`src/rtl/memory_stage.sv`:
```
// memory_stage: M stage of the 5-stage RV32 pipeline.
//
// Takes the E/M register outputs and issues word loads and stores on a
// request/response data-memory port. While an access is outstanding the
// stage holds StallM high so the hazard unit freezes the front of the
// pipeline. It also registers the M/W stage that feeds the writeback mux.
//
// Ports
//   CLK, RESET              clock (rising edge), asynchronous active-low reset
//   RegWriteM .. ALUResultM E/M pipeline register outputs
//   DMEM_REQ/WE/ADDR/WDATA  request side of the data-memory port
//   DMEM_READY              memory accepts the request this cycle
//   DMEM_RVALID/RDATA       load response
//   StallM                  freeze PC, F/D, D/E and E/M
//   *W                      M/W pipeline register outputs
//   MisalignW               access dropped because address[1:0] != 0
//   BusErrW                 access aborted on timeout
module memory_stage #(
  parameter int TIMEOUT = 16
) (
  input  logic        CLK,
  input  logic        RESET,
  input  logic        RegWriteM,
  input  logic        MemWriteM,
  input  logic [1:0]  ResultSrcM,
  input  logic [4:0]  RdM,
  input  logic [31:0] PCPlus4M,
  input  logic [31:0] WriteDataM,
  input  logic [31:0] ALUResultM,
  output logic        DMEM_REQ,
  output logic        DMEM_WE,
  output logic [31:0] DMEM_ADDR,
  output logic [31:0] DMEM_WDATA,
  input  logic        DMEM_READY,
  input  logic        DMEM_RVALID,
  input  logic [31:0] DMEM_RDATA,
  output logic        StallM,
  output logic        RegWriteW,
  output logic [1:0]  ResultSrcW,
  output logic [4:0]  RdW,
  output logic [31:0] PCPlus4W,
  output logic [31:0] ALUResultW,
  output logic [31:0] ReadDataW,
  output logic        MisalignW,
  output logic        BusErrW
);

  localparam int CNT_W = $clog2(TIMEOUT) + 1;

  typedef enum logic [1:0] {
    IDLE = 2'd0,
    REQ  = 2'd1,
    WAIT = 2'd2
  } state_t;

  state_t           state;
  state_t           nextState;
  logic [CNT_W-1:0] stallCnt;

  logic access;
  logic aligned;
  logic misalignDrop;
  logic timeoutHit;
  logic reqComb;
  logic stallComb;
  logic completeLoad;
  logic abortAccess;

  assign access       = MemWriteM | (ResultSrcM == 2'b01);
  assign aligned      = (ALUResultM[1:0] == 2'b00);
  assign misalignDrop = (state == IDLE) & access & ~aligned;

  // stallCnt counts the stalled cycles of the current access, including
  // the IDLE cycle that issued it, so the abort lands after TIMEOUT-1
  // stalled cycles. The >= also covers a load accepted on its last cycle.
  assign timeoutHit = (stallCnt >= CNT_W'(TIMEOUT - 1));

  // E/M is frozen during a stall, so the request fields pass straight through.
  assign DMEM_ADDR  = ALUResultM;
  assign DMEM_WDATA = WriteDataM;
  assign DMEM_WE    = MemWriteM;

  // Gated by RESET so a reset mid-access drops the request and the stall
  // without waiting for a clock edge.
  assign DMEM_REQ = reqComb & RESET;
  assign StallM   = stallComb & RESET;

  always_comb begin
    nextState    = state;
    reqComb      = 1'b0;
    stallComb    = 1'b0;
    completeLoad = 1'b0;
    abortAccess  = 1'b0;
    case (state)
      IDLE: begin
        if (access && aligned) begin
          reqComb = 1'b1;
          if (DMEM_READY) begin
            // Stores finish in the accept cycle; loads wait for data.
            if (!MemWriteM) begin
              stallComb = 1'b1;
              nextState = WAIT;
            end
          end else begin
            stallComb = 1'b1;
            nextState = REQ;
          end
        end
      end
      REQ: begin
        if (DMEM_READY) begin
          reqComb = 1'b1;
          if (MemWriteM) begin
            nextState = IDLE;
          end else begin
            stallComb = 1'b1;
            nextState = WAIT;
          end
        end else if (timeoutHit) begin
          abortAccess = 1'b1;
          nextState   = IDLE;
        end else begin
          reqComb   = 1'b1;
          stallComb = 1'b1;
        end
      end
      WAIT: begin
        if (DMEM_RVALID) begin
          completeLoad = 1'b1;
          nextState    = IDLE;
        end else if (timeoutHit) begin
          abortAccess = 1'b1;
          nextState   = IDLE;
        end else begin
          stallComb = 1'b1;
        end
      end
      default: nextState = IDLE;
    endcase
  end

  // M/W stage boundary
  always_ff @(posedge CLK or negedge RESET) begin
    if (!RESET) begin
      state      <= IDLE;
      stallCnt   <= '0;
      RegWriteW  <= 1'b0;
      ResultSrcW <= 2'b00;
      RdW        <= 5'd0;
      PCPlus4W   <= 32'd0;
      ALUResultW <= 32'd0;
      ReadDataW  <= 32'd0;
      MisalignW  <= 1'b0;
      BusErrW    <= 1'b0;
    end else begin
      state    <= nextState;
      stallCnt <= stallComb ? stallCnt + CNT_W'(1) : '0;
      if (stallComb) begin
        // Bubble: kill the write and flags, hold the payload fields.
        RegWriteW <= 1'b0;
        MisalignW <= 1'b0;
        BusErrW   <= 1'b0;
      end else begin
        RegWriteW  <= RegWriteM & ~misalignDrop & ~abortAccess;
        ResultSrcW <= ResultSrcM;
        RdW        <= RdM;
        PCPlus4W   <= PCPlus4M;
        ALUResultW <= ALUResultM;
        ReadDataW  <= completeLoad ? DMEM_RDATA : 32'd0;
        MisalignW  <= misalignDrop;
        BusErrW    <= abortAccess;
      end
    end
  end

endmodule
```
`config.mk`:
```
export PLATFORM = sky130hd
export DESIGN_NAME = memory_stage
export DESIGN_NICKNAME = d
export VERILOG_FILES = /design/src/rtl/memory_stage.sv
export SDC_FILE = /design/constraint.sdc
export NUM_CORES = 1
export LEC_CHECK = 0
export BUFFER_PORTS_ARGS = -buffer_cell sky130_fd_sc_hd__buf_2
export CORE_MARGIN = 2
export CORE_UTILIZATION = 40
export CTS_CLUSTER_SIZE = 25
export DETAILED_ROUTE_END_ITERATION = 10
export PLACE_DENSITY = 0.74
export SLEW_MARGIN = 20
export SYNTH_ARGS = -nofsm -noshare
export SYNTH_HDL_FRONTEND = slang
export SYNTH_SLANG_ARGS = --single-unit
```
`constraint.sdc`:
```
create_clock -name CLK -period 2.2 [get_ports CLK]
set_input_delay 0.44 -clock CLK [delete_from_list [all_inputs] [get_ports CLK]]
set_output_delay 0.44 -clock CLK [all_outputs]
set_load 0.05 [all_outputs]
```
# --- Word level (Yosys, flattened, before mapping) ---
# Cells that the tools add are included.
totals:
  regBits: 113
  out_inout_bits: 173
  inputBits: 141
op_classes:
  n_eq_ne: 5
  addsub: 1
  bitwise: 10
  n_reduce_logical: 4
  n_lt_le_gt_ge: 1
  mux: 29
ops:
  columns: ["op", "count"]
  rows:
  - ["32-bit two-way mux", 1]
  - ["1-bit two-way mux", 16]
  - ["2-bit two-way mux", 7]
  - ["1-bit bitwise AND", 6]
  - ["2-bit one-hot mux with 3 select lines", 1]
  - ["5-bit by 1-bit adder with 5-bit output, second input constant", 1]
  - ["5-bit by 4-bit greater-or-equal comparator with 1-bit output, second input constant", 1]
  - ["5-bit two-way mux", 1]
  - ["2-bit by 1-bit == test with 1-bit output, second input constant", 2]
  - ["2-bit logical NOT", 2]
  - ["1-bit one-hot mux with 2 select lines", 2]
  - ["3-bit != test, second input constant", 1]
  - ["1-bit NOT", 3]
  - ["1-bit one-hot mux with 3 select lines", 1]
  - ["2-bit == test, second input constant", 1]
  - ["2-bit by 1-bit != test with 1-bit output, second input constant", 1]
  - ["2-bit AND reduction", 1]
  - ["1-bit logical AND", 1]
  - ["1-bit OR", 1]

# --- Logic depth before layout (Yosys ltp) ---
# Gate-level depths: netlist of the first run.
logic_depth:
  word_depth: 8
  ltp_mapped: 10
  ltp_nobuf: 8

# --- Worst setup path before layout of the first run ---
# Ideal clock, no wire load.
synth_timing:
  path_type: "register -> output"
  from: "register stallCnt[0]"
  to: "output StallM"
  path_buffers: 2
  arrival_time_ps: 2385
  path_stages_with_launch: 11
  required_ps: 1760
  slack_ps: -625
  path_cell_list: "dfrtp_1 ha_1 and3_1 ha_1 nor2_2 nand2_2 o311ai_2 o21bai_2 buf_6 buf_6 nor2_1"
synth_via:
  elab_chain_cells: 5
  elab_cells_between_ends: 6
  classes_between: "order compare (1); mux (4); bitwise (1)"
synth_rtl:
  columns: ["item", "line_no", "source"]
  rows:
  - ["from (decl)", "58", "logic [CNT_W-1:0] stallCnt;"]
  - ["from (signal assigned)", "157", "stallCnt <= stallComb ? stallCnt + CNT_W'(1) : '0;"]
  - ["5-bit by 4-bit greater-or-equal comparator with 1-bit output (*)", "76", "assign timeoutHit = (stallCnt >= CNT_W'(TIMEOUT - 1));"]
  - ["1-bit two-way mux (*)", "119, 131", null]
  - ["1-bit two-way mux (on tied branches)", "128, 111", null]
  - ["1-bit one-hot mux with 3 select lines (*)", "94", "case (state)"]
  - ["1-bit bitwise AND (*)", "86", "assign StallM = stallComb & RESET;"]
  - ["to (decl)", "37", "output logic StallM,"]
# Every way passes the cells marked *; elsewhere a longest branch is shown, timed or not.

# --- Worst setup path in the final report of the first run ---
# Same ends and word-level chain as after synthesis.

==> results of run 1 <==
-- what timing repair did --
| action | in CTS | in global routing |
|---|---|---|
| gates resized for setup | 17 | 6 |
| pin swaps | 3 | 1 |
| gates cloned | 3 | 11 |
| endpoints found under the setup margin | 105 | 113 |
| buffers inserted | 2 | 3 |
-- state kept, by name, summed over array words and instances, names as in the netlist --
| register | count |
|---|---|
| ALUResultW | 32 |
| BusErrW | 1 |
| MisalignW | 1 |
| PCPlus4W | 32 |
| RdW | 5 |
| ReadDataW | 32 |
| RegWriteW | 1 |
| ResultSrcW | 2 |
| stallCnt | 5 |
| state | 2 |
-- layout make-up --
cell class / count / share of cell area [%]
Sequential cell: 113 / 37.34
Clock inverter: 15 / 2.925
Inverter: 8 / 0.3966
Timing Repair Buffer: 281 / 23.71
Clock buffer: 17 / 5.618
Multi-Input combinational cell: 181 / 27.10
Tap cell: 176 / 2.908
-- metrics by stage --
| stage | utilization [%] | setup slack (ns) | instance area (um2) | hold slack, ns |
|---|---|---|---|---|
| floorplan | - | -0.2381 | 5487 | 0.1444 |
| global placement | 48.67 | -0.08532 | 6471 | 0.4627 |
| detailed placement | 48.67 | -0.1233 | 6471 | 0.4782 |
| CTS | 54.94 | -0.3395 | 7305 | 0.1568 |
| global route | 56.95 | -0.4409 | 7572 | 0.1794 |
| finish | 56.95 | -0.3296 | 7572 | 0.1362 |
-- metal layers --
| layer | vias up | wire length, um | part of all wire, % | global-route usage [%] |
|---|---|---|---|---|
| li1 | 1713 | - | - | - |
| met1 | 1790 | 5500 | 39 | 19.27 |
| met2 | 172 | 7427 | 53 | 30.65 |
| met3 | 37 | 918 | 6.5 | 4.699 |
| met4 | 0 | 299 | 2.1 | 6.759 |
| met5 | - | 0 | 0 | 0 |
-- worst max path at each step --
stage                     slack, ns                   from  endpoint
after CTS                     -0.34  stallCnt[0]$_DFF_PN0_    StallM
after detailed placement      -0.12  stallCnt[0]$_DFF_PN0_    StallM
after floorplan               -0.24  stallCnt[0]$_DFF_PN0_    StallM
after global placement        -0.09  stallCnt[0]$_DFF_PN0_    StallM
after global routing          -0.44  stallCnt[1]$_DFF_PN0_    StallM
final                         -0.33  stallCnt[0]$_DFF_PN0_    StallM
-- logic make-up after synthesis --
logic type | after synthesis | share of synthesized area [%]
AOI/OAI and AO/OA | 16 | 2.514
xor gates and xnor gates | 2 | 0.3200
adders and majority gates | 6 | 1.371
buffers and inverters | 91 | 12.00
DFF | 113 | 51.65
muxes | 104 | 26.19
and+or+nand+nor | 53 | 5.965
-- power groups by stage --
stage                     Combinational [mW]  Sequential (mW)  Clock, mW
after CTS                               6.24             3.12       3.07
after global placement                  5.69             3.10          0
after detailed placement                5.80             3.13          0
after global routing                    7.11             3.20       3.16
final                                   6.88             3.12       3.01
after floorplan                         2.53             5.40          0
-- worst max-delay path, cell delays in order, from the launching register on --
cell and delay, ns:
sky130_fd_sc_hd__dfrtp_1 0.38, sky130_fd_sc_hd__ha_2 0.19, sky130_fd_sc_hd__and3_4 0.15, sky130_fd_sc_hd__ha_4 0.16, sky130_fd_sc_hd__nor2_4 0.10, sky130_fd_sc_hd__nand2_2 0.08, sky130_fd_sc_hd__o311ai_4 0.27, sky130_fd_sc_hd__o21bai_4 0.12
sky130_fd_sc_hd__nor2_4 0.09, sky130_fd_sc_hd__buf_6 0.16
-- layout by cell type, fill, tap and decap left out, types with 5 or more instances in the layout --
| cell | n |
|---|---|
| sky130_fd_sc_hd__and3_1 | 32 |
| sky130_fd_sc_hd__nor2_1 | 6 |
| sky130_fd_sc_hd__buf_2 | 246 |
| sky130_fd_sc_hd__buf_4 | 14 |
| sky130_fd_sc_hd__clkinv_4 | 5 |
| sky130_fd_sc_hd__clkbuf_16 | 26 |
| sky130_fd_sc_hd__buf_16 | 5 |
| sky130_fd_sc_hd__inv_1 | 7 |
| sky130_fd_sc_hd__buf_6 | 5 |
| sky130_fd_sc_hd__dfrtp_1 | 113 |
| sky130_fd_sc_hd__mux2_2 | 31 |
| sky130_fd_sc_hd__mux2_4 | 70 |
==> metrics.csv, run 1 <==
stage;metric;value;unit
run_status;status;finished with violations;
run_status;failed_checks;setup timing;
clocking;cts_buffer_depth;2;
cells_and_area;sequential_cell_area;2828;um2
global_routing;antenna_found_initial;0;
drt;routed_via_density;4.693;
clocking;ctsRootBufferMaster;sky130_fd_sc_hd__clkbuf_16;
worst_setup_path;crit_fanout;2;
sta;minimum_period_implied_by_the_final_worst_setup_slack;2.530;ns
logic_synthesis;synthDominantCellAreaShare;51.65;%
placed_design;placed_cells;740;
placed_design;numPortBuffers;249;
worst_hold_path;hold_class;in -> async;
drt;firstDrtPassIters;4;
logic_synthesis;top_cells_by_instance_count_after_synthesis;113 x sky130_fd_sc_hd__dfrtp_1, 70 x sky130_fd_sc_hd__mux2_4, 65 x sky130_fd_sc_hd__buf_4;
logic_synthesis;post_synth_num_cell_types;37;
logic_synthesis;synth_most_common_cell;sky130_fd_sc_hd__dfrtp_1;
power;clock_power_share;23.1;%
run;timing.max_cap.violations;0;
logic_synthesis;synth.largest_area_cell;sky130_fd_sc_hd__dfrtp_1;
logic_synthesis;yosysSeqAreaShare;51.65;%
sta;timing.fmax;395.3;MHz
sta;setup_viol_count_final;107;
cells_and_area;num-fill-cells;1075;
sta;post-route-worst-setup-slack;-0.3296;ns
global_routing;via_count_of_the_first_global_routing_pass;3735;
clocking;cts.hold.buffers_added;0;
power;design_power_total;13.00;mW
drt;route.final.wire_length;14150;um
clocking;sink_count_of_the_clock_tree;113;
drt;route.detailed.wl_per_inst;17.88;um
sta;tightestPinTransition;0.5774;ns
die;die_width;121.0;um
global_routing;grt_first_pass_wirelength;19130;um
power;power.static_leakage;4.153;nW
power;p_seq_share;24.0;%
worst_setup_path;cp_data_required_time;1.76;ns
logic_synthesis;mapped_avg_cell_area;14.22;um2
logic_synthesis;synth_async_sr_flop_share;100.0;%
drt;vias;3712;
global_routing;grt_max_degree;114;
worst_setup_path;reg2reg_path_depth;11;
die;placeableCoreArea;13300;um2
die;floorplan.io_pins;314;
clocking;h_tree_depth;4;
drt;residual_drc_count;0;
power;internal_power_of_the_cells;7.349;mW
die;fp.dieArea;14640;um2
cells_and_area;areaGrowthSynthToFinish;38.30;%
global_routing;groute.usage.overall;17.15;%
clocking;path_clk_slew;0.06;ns
worst_setup_path;critical_path.startpoint_type;flop;
worst_setup_path;critical_path.reg2reg.startpoint;stallCnt[0]$_DFF_PN0_;
cells_and_area;final_nets;749;
sta;final_report_hold_violation_count;0;
logic_synthesis;yosys_warnings;0;
power;peak_supply_drop;0.5579;mV
cells_and_area;final-instance-count-excl-fill;791;
logic_synthesis;synth_enable_flop_cells;0;
die;start_util;41.18;%
clocking;cts_tree;yes;
logic_synthesis;synthesis.nets;532;
worst_setup_path;critPathArrivalTime;2.09;ns
sta;final_layout_setup_total_negative_slack;-16.27;ns
cells_and_area;drive_gt1_share;69.92;%
sta;worst_slew_margin_rel;61.50;%
cells_and_area;diodes;0;
power;switching_share;43.49;%
worst_setup_path;critPathCaptureType;output pin;
logic_synthesis;synth.area.top_cells;sky130_fd_sc_hd__dfrtp_1 52%, sky130_fd_sc_hd__mux2_4 19%, sky130_fd_sc_hd__buf_4 8.9%, sky130_fd_sc_hd__mux2_2 6.4%, sky130_fd_sc_hd__and3_1 3.8%;
power;comb_pwr_share;52.9;%
die;row_count;42;
die;dieHeight;121.0;um
sta;setup_clock_skew_after_layout;0.01231;ns
placed_design;detailed_place_hpwl;8825;um
logic_synthesis;netlist_instances;385;
drt;detail_route.iter0.violations;158;
power;total_switching_power;5.656;mW
logic_synthesis;post_synthesis_register_bit_count;113;
cells_and_area;multiInputGateArea;2052;um2
worst_setup_path;worst_r2r_endpoint;ALUResultW[1]$_DFFE_PN0N_;
clocking;clkLatencyLatePin;0.41;ns
worst_setup_path;reg2reg_setup_slack;-0.19;ns
placed_design;globalplace.congestion;0.7599;
global_routing;total_gr_overflow;0;
power;powerDensity;1717;nW/um2
drt;antenna_left;0;
logic_synthesis;synth_flop_cell;sky130_fd_sc_hd__dfrtp_1;
sta;min_period_over_period;115.0;%
sta;rsz0062_at_grt;yes;
clocking;cts-buffers-inserted;17;
sta;slew_violations;0;
logic_synthesis;mappedNetlistArea;5475;um2
worst_setup_path;setup.worst_path.class;reg -> out;
(Power assumes the default switching activity.)
==> run 2, diff against run 1 <==
- CORE_AREA: default -> 2 2 122 124
- CORE_MARGIN: 2 -> default
- CORE_UTILIZATION: 40 -> default
- DIE_AREA: default -> 0 0 124 126
- PLACE_DENSITY: 0.74 -> 0.68
- clock period: 2.2 -> 2.5 ns (I/O delays scaled with it)
==> run 2 against run 1 <==
The run still ends with setup timing left. Final area fell by 5.6%. Flip-flop and latch count is the same. Clock power shrank 16%. Highest routed layer unchanged.
==> metrics.csv, run 2 (same netlist as run 1, synthesis figures left out) <==
stage;metric;value;unit
global_routing;grt_max_degree;114;
global_routing;groute.usage.overall;15.83;%
worst_setup_path;reg2reg_path_depth;10;
sta;slew_violations;0;
clocking;cts-buffers-inserted;17;
worst_setup_path;critical_path.reg2reg.startpoint;stallCnt[1]$_DFF_PN0_;
power;power.static_leakage;3.920;nW
worst_setup_path;critical-path-top-cell-by-count;sky130_fd_sc_hd__nor2_4;
cells_and_area;drive_gt1_share;68.46;%
cells_and_area;areaGrowthSynthToFinish;30.53;%
power;total_switching_power;4.544;mW
die;row_count;44;
worst_setup_path;crit_fanout;3;
drt;firstDrtPassIters;4;
clocking;cts.hold.buffers_added;0;
cells_and_area;final_nets;730;
power;p_seq_share;26.5;%
run_status;failed_checks;setup timing;
drt;residual_drc_count;0;
placed_design;numPortBuffers;249;
clocking;clkLatencyLatePin;0.41;ns
power;internal_power_of_the_cells;5.777;mW
cells_and_area;final_common_cell;sky130_fd_sc_hd__buf_2;
global_routing;total_gr_overflow;0;
sta;final_report_hold_violation_count;0;
worst_hold_path;hold_class;in -> async;
die;fp.dieArea;15620;um2
cells_and_area;diodes;0;
die;die_width;124;um
cells_and_area;layout.cells.most_common_list;246 x sky130_fd_sc_hd__buf_2, 113 x sky130_fd_sc_hd__dfrtp_1, 70 x sky130_fd_sc_hd__mux2_4, 32 x sky130_fd_sc_hd__and3_1, 31 x sky130_fd_sc_hd__mux2_2;
placed_design;detailed_place.area;6409;um2
clocking;ctsRootBufferMaster;sky130_fd_sc_hd__clkbuf_16;
die;placeableCoreArea;14310;um2
worst_setup_path;reg2reg_setup_slack;0.11;ns
global_routing;antenna_found_initial;0;
placed_design;placed_cells;740;
worst_setup_path;critPathCaptureType;output pin;
sta;setup_viol_count_final;1;
die;dieHeight;126;um
cells_and_area;finalInstanceArea;7147;um2
clocking;path_clk_slew;0.05;ns
worst_setup_path;crit_path_top_delay_cell;sky130_fd_sc_hd__dfrtp_1;
sta;rsz0062_at_grt;yes;
clocking;h_tree_depth;4;
power;clock_power_share;24.4;%
sta;tightestPinTransition;0.5943;ns
sta;setup_clock_skew_after_layout;0.006776;ns
clocking;cts_buffer_depth;2;
cells_and_area;largestRegisters;ALUResultW: 32 flops, PCPlus4W: 32 flops, ReadDataW: 32 flops;
drt;detail_route.iter0.violations;140;
drt;route.detailed.wl_per_inst;15.90;um
placed_design;detailed_place_hpwl;8792;um
power;comb_pwr_share;49.1;%
run_status;status;finished with violations;
die;start_util;38.25;%
global_routing;via_count_of_the_first_global_routing_pass;3651;
power;powerDensity;1444;nW/um2
power;peak_supply_drop;0.6718;mV
sta;post-route-worst-setup-slack;-0.06127;ns
worst_setup_path;setup.worst_path.class;reg -> out;
cells_and_area;num-fill-cells;1275;
worst_setup_path;timing.critical_path.cells;ha_2 > and3_4 > ha_4 > nor2_4 > nand2_4 > o311ai_4 > o21bai_4 > nor2_4 > buf_6;
sta;min_period_over_period;102.5;%
die;floorplan.io_pins;314;
placed_design;worst_case_setup_slack_after_placement;0.07748;ns
clocking;sink_count_of_the_clock_tree;113;
power;design_power_total;10.32;mW
sta;timing.fmax;390.4;MHz
worst_setup_path;critPathArrivalTime;2.06;ns
drt;vias;3638;
worst_setup_path;cp_data_required_time;2.00;ns
clocking;cts_tree;yes;
global_routing;grt_first_pass_wirelength;18710;um
placed_design;globalplace.congestion;0.7513;
sta;minimum_period_implied_by_the_final_worst_setup_slack;2.561;ns
run;timing.max_cap.violations;0;
sta;worst_slew_margin_rel;60.38;%
cells_and_area;final-instance-count-excl-fill;780;
sta;hold-worst-slack;0.1974;ns
power;switching_share;44.03;%
worst_setup_path;critPathMaxStageDelay;0.38;ns
worst_setup_path;critical_path.startpoint_type;flop;
drt;route.final.wire_length;12410;um
drt;antenna_left;0;
worst_setup_path;worst_r2r_endpoint;RdW[0]$_DFFE_PN0N_;
drt;routed_via_density;4.664;
-- run 2: cell types whose count changed in the layout (fill, tap and decap cells not counted), sizes merged --
| cell | delta |
|---|---|
| buf | -10 |
| clkbuf | -8 |
| clkinv | +1 |
| clkinvlp | +3 |
| inv | -5 |
-- run 2: area by class of cell --
cell class	count	area (um2)	share of cell area (%)
multi-input cells	181	2053	28.73
clock buffers	18	429.2	6.005
flip-flops and latches	113	2828	39.57
inverters	8	30.03	0.4202
well taps	184	230.2	3.221
clock inverters	14	188.9	2.644
repair buffers	262	1388	19.42
-- run 2: power groups by stage --
stage	logic, mW	registers, mW	clock network, mW
6_report	5.07	2.73	2.52
5_1_grt	5.30	2.81	2.68
4_1_cts	5.10	2.74	2.59
3_5_place_dp	5.04	2.76	0
3_3_place_gp	4.97	2.74	0
2_1_floorplan	2.23	4.75	0
-- run 2: per-stage QoR --
stage	setup TNS (ns)	util [%]
4_1_cts	-0.1810	49.74
6_report	-0.06127	49.93
3_5_place_dp	0	44.77
5_1_grt	-0.1671	49.93
3_3_place_gp	0	44.77
2_1_floorplan	0	-
-- run 2: worst max-delay path by stage --
stage,start,to,cells past startpoint
floorplan,stallCnt[0]$_DFF_PN0_,StallM,10
global placement,stallCnt[0]$_DFF_PN0_,StallM,9
detailed placement,stallCnt[0]$_DFF_PN0_,StallM,9
CTS,stallCnt[1]$_DFF_PN0_,StallM,9
global route,stallCnt[1]$_DFF_PN0_,StallM,9
finish,stallCnt[1]$_DFF_PN0_,StallM,9
-- run 2: repair_timing --
action / 4_1_cts / 5_1_grt
buffers inserted: 6 / 2
cloned: 0 / 0
pin swaps: 5 / 5
resized for setup: 10 / 4
setup endpoints to repair: 2 / 61
-- run 2: routing by layer --
layer  up-vias  global-route usage, %  wire length (um)
met5         -                      0                 0
met4         0                  7.601               287
met3        29                  5.525              1134
met2       181                  26.99              6252
met1      1757                  17.42              4730
li1       1671                      -                 -
-- run 2: critical path, delay by kind of cell (launching register included) --
kind / cells / cell delay, ns
simple gates: 4 / 0.42
flops: 1 / 0.38
fa+ha+maj: 2 / 0.35
compound gates: 2 / 0.35
buf+inv: 1 / 0.16
==> run 3, diff against run 2 <==
- CELL_PAD_IN_SITES_DETAIL_PLACEMENT: default -> 1
- CELL_PAD_IN_SITES_GLOBAL_PLACEMENT: default -> 2
- CORE_AREA: 2 2 122 124 -> default
- CORE_MARGIN: default -> 2
- CORE_UTILIZATION: default -> 27
- CTS_BUF_LIST: default -> sky130_fd_sc_hd__clkbuf_8 sky130_fd_sc_hd__clkbuf_16
- DIE_AREA: 0 0 124 126 -> default
- PLACE_DENSITY: 0.68 -> 0.78
==> run 3 against run 2 <==
The flow still finishes with violations (setup timing). Wire length up 19%. Largest power group unchanged. Total power up 1.5%. Via count up 2.7%. Count of clock-buffer cells in the layout down 1. Highest routed layer unchanged. Critical path type unchanged. Worst hold slack better by 0.043 ns. Global-route usage down 2.1 points. Die area up 37%. Non-clock buffer count up 4. Combinational power up 2%.
==> metrics.csv, run 3 (same netlist as run 1, synthesis figures left out) <==
stage;metric;value;unit
drt;route.final.wire_length;14750;um
sta;worst_slew_margin_rel;40.92;%
die;floorplan.io_pins;314;
drt;antenna_left;0;
worst_hold_path;hold_class;in -> async;
global_routing;groute.usage.overall;13.75;%
power;power.static_leakage;3.937;nW
worst_setup_path;critPathMaxStageDelay;0.39;ns
sta;setup_clock_skew_after_layout;0.008538;ns
placed_design;globalplace.congestion;0.8484;
placed_design;detailed_place_hpwl;10860;um
global_routing;grt_first_pass_wirelength;22870;um
run_status;failed_checks;setup timing;
worst_setup_path;cp_data_required_time;2.00;ns
worst_setup_path;critical_path.reg2reg.startpoint;stallCnt[0]$_DFF_PN0_;
clocking;cts-buffers-inserted;17;
sta;min_period_over_period;102.8;%
worst_setup_path;crit_fanout;2;
sta;rsz0062_at_grt;yes;
global_routing;total_gr_overflow;0;
drt;routed_via_density;4.293;
run;timing.max_cap.violations;0;
sta;final_report_hold_violation_count;0;
clocking;path_clk_slew;0.06;ns
die;row_count;52;
worst_setup_path;setup.worst_path.class;reg -> out;
die;fp.dieArea;21430;um2
run_status;status;finished with violations;
clocking;cts_tree;yes;
placed_design;numPortBuffers;249;
die;placeableCoreArea;20040;um2
clocking;ctsRootBufferMaster;sky130_fd_sc_hd__clkbuf_16;
cells_and_area;layout.cells.most_common_list;246 x sky130_fd_sc_hd__buf_2, 113 x sky130_fd_sc_hd__dfrtp_1, 70 x sky130_fd_sc_hd__mux2_4, 32 x sky130_fd_sc_hd__and3_1, 31 x sky130_fd_sc_hd__mux2_2;
power;peak_supply_drop;0.4613;mV
power;internal_power_of_the_cells;5.746;mW
power;total_switching_power;4.729;mW
sta;hold-worst-slack;0.2402;ns
drt;residual_drc_count;0;
sta;slew_violations;0;
worst_setup_path;reg2reg_setup_slack;0.07;ns
worst_setup_path;crit_path_top_delay_cell;sky130_fd_sc_hd__dfrtp_1;
die;start_util;27.32;%
cells_and_area;final_nets;734;
worst_setup_path;reg2reg_path_depth;11;
power;clock_power_share;24.3;%
sta;final_layout_setup_total_negative_slack;-0.1065;ns
global_routing;grt_max_degree;69;
drt;vias;3735;
cells_and_area;drive_gt1_share;69.17;%
power;p_seq_share;26.3;%
worst_setup_path;critPathCaptureType;output pin;
sta;minimum_period_implied_by_the_final_worst_setup_slack;2.569;ns
cells_and_area;diodes;0;
power;powerDensity;1438;nW/um2
power;switching_share;45.14;%
cells_and_area;largestRegisters;ALUResultW: 32 flops, PCPlus4W: 32 flops, ReadDataW: 32 flops;
global_routing;via_count_of_the_first_global_routing_pass;4078;
cells_and_area;areaGrowthSynthToFinish;33.00;%
sta;timing.fmax;389.3;MHz
sta;tightestPinTransition;0.8862;ns
sta;setup_viol_count_final;2;
cells_and_area;finalInstanceArea;7282;um2
clocking;cts_buffer_depth;2;
sta;post-route-worst-setup-slack;-0.06883;ns
worst_setup_path;worst_r2r_endpoint;ALUResultW[0]$_DFFE_PN0N_;
clocking;sink_count_of_the_clock_tree;113;
drt;firstDrtPassIters;4;
worst_setup_path;critPathArrivalTime;2.07;ns
drt;route.detailed.wl_per_inst;16.95;um
die;die_width;146.4;um
placed_design;detailed_place.area;6519;um2
clocking;h_tree_depth;4;
worst_setup_path;timing.critical_path.cells;ha_2 > and3_4 > ha_4 > nor2_4 > nand2_2 > o311ai_4 > o21bai_4 > nor2_4 > buf_8;
global_routing;antenna_found_initial;0;
drt;detail_route.iter0.violations;106;
worst_setup_path;critical-path-top-cell-by-count;sky130_fd_sc_hd__nor2_4;
clocking;cts.hold.buffers_added;0;
cells_and_area;final_common_cell;sky130_fd_sc_hd__buf_2;
worst_setup_path;critical_path.startpoint_type;flop;
clocking;clkLatencyLatePin;0.41;ns
power;comb_pwr_share;49.4;%
die;dieHeight;146.4;um
==> run 3: changes by cell type in the layout (fill, tap and decap cells not counted), moves of 2 or more <==
cell | before | now
sky130_fd_sc_hd__inv_8 | 0 | 2
sky130_fd_sc_hd__inv_6 | 1 | 5
sky130_fd_sc_hd__buf_4 | 11 | 15
sky130_fd_sc_hd__clkinv_2 | 4 | 0
==> run 3: layer usage <==
layer | up-vias | global-route usage, % | share of wire, %
li1 | 1682 | - | -
met1 | 1817 | 15.70 | 40
met2 | 202 | 23.37 | 50
met3 | 34 | 4.719 | 7.7
met4 | 0 | 6.117 | 2.3
met5 | - | 0 | 0
==> run 3: area by class of cell <==
cell class,count,area [um2]
clock buffers,17,425.4
clock inverters,15,196.4
fillers,2210,12760
inverters,8,30.03
multi-input cells,181,2052
flip-flops and latches,113,2828
well taps,270,337.8
repair buffers,266,1413
==> run 3: worst max-delay path by stage <==
stage,cells past startpoint,startpoint,slack [ns],endpoint
after floorplan,10,stallCnt[0]$_DFF_PN0_,0.002,StallM
after global placement,9,stallCnt[0]$_DFF_PN0_,0.08,StallM
after detailed placement,9,stallCnt[0]$_DFF_PN0_,0.03,ALUResultW[0]$_DFFE_PN0N_
after CTS,9,stallCnt[1]$_DFF_PN0_,-0.21,StallM
after global routing,9,stallCnt[0]$_DFF_PN0_,-0.16,StallM
final,9,stallCnt[0]$_DFF_PN0_,-0.07,StallM
==> run 3: critical path, delay by kind of cell, from the launching register on <==
kind / cells / cell delay, ns
buffers and inverters: 1 / 0.15
flip-flops: 1 / 0.39
AND/OR/NAND/NOR: 4 / 0.42
adder cells (fa/ha/maj): 2 / 0.34
AO/OA/AOI/OAI: 2 / 0.36
==> run 3: repair_timing <==
item / CTS / global route
setup endpoints to repair: 2 / 61
resized for setup: 14 / 3
pin swaps: 6 / 5
setup buffers: 6 / 4
==> run 3: power by group through the flow <==
stage	combinational, mW	clock [mW]	sequential (mW)
after global placement	5.02	0	2.75
after detailed placement	5.10	0	2.78
after CTS	5.18	2.64	2.76
final	5.18	2.55	2.75
after global routing	5.41	2.74	2.83
after floorplan	2.23	0	4.75
==> run 3: per-stage QoR <==
stage / total power, mW / setup slack (ns) / std cells / util (%)
detailed placement: 7.880 / 0.02684 / 828 / 32.53
floorplan: 6.979 / 0.001927 / 385 / -
global placement: 7.771 / 0.07821 / 828 / 32.53
CTS: 10.58 / -0.2063 / 866 / 36.13
finish: 10.48 / -0.06883 / 870 / 36.34
global route: 10.98 / -0.1568 / 870 / 36.34
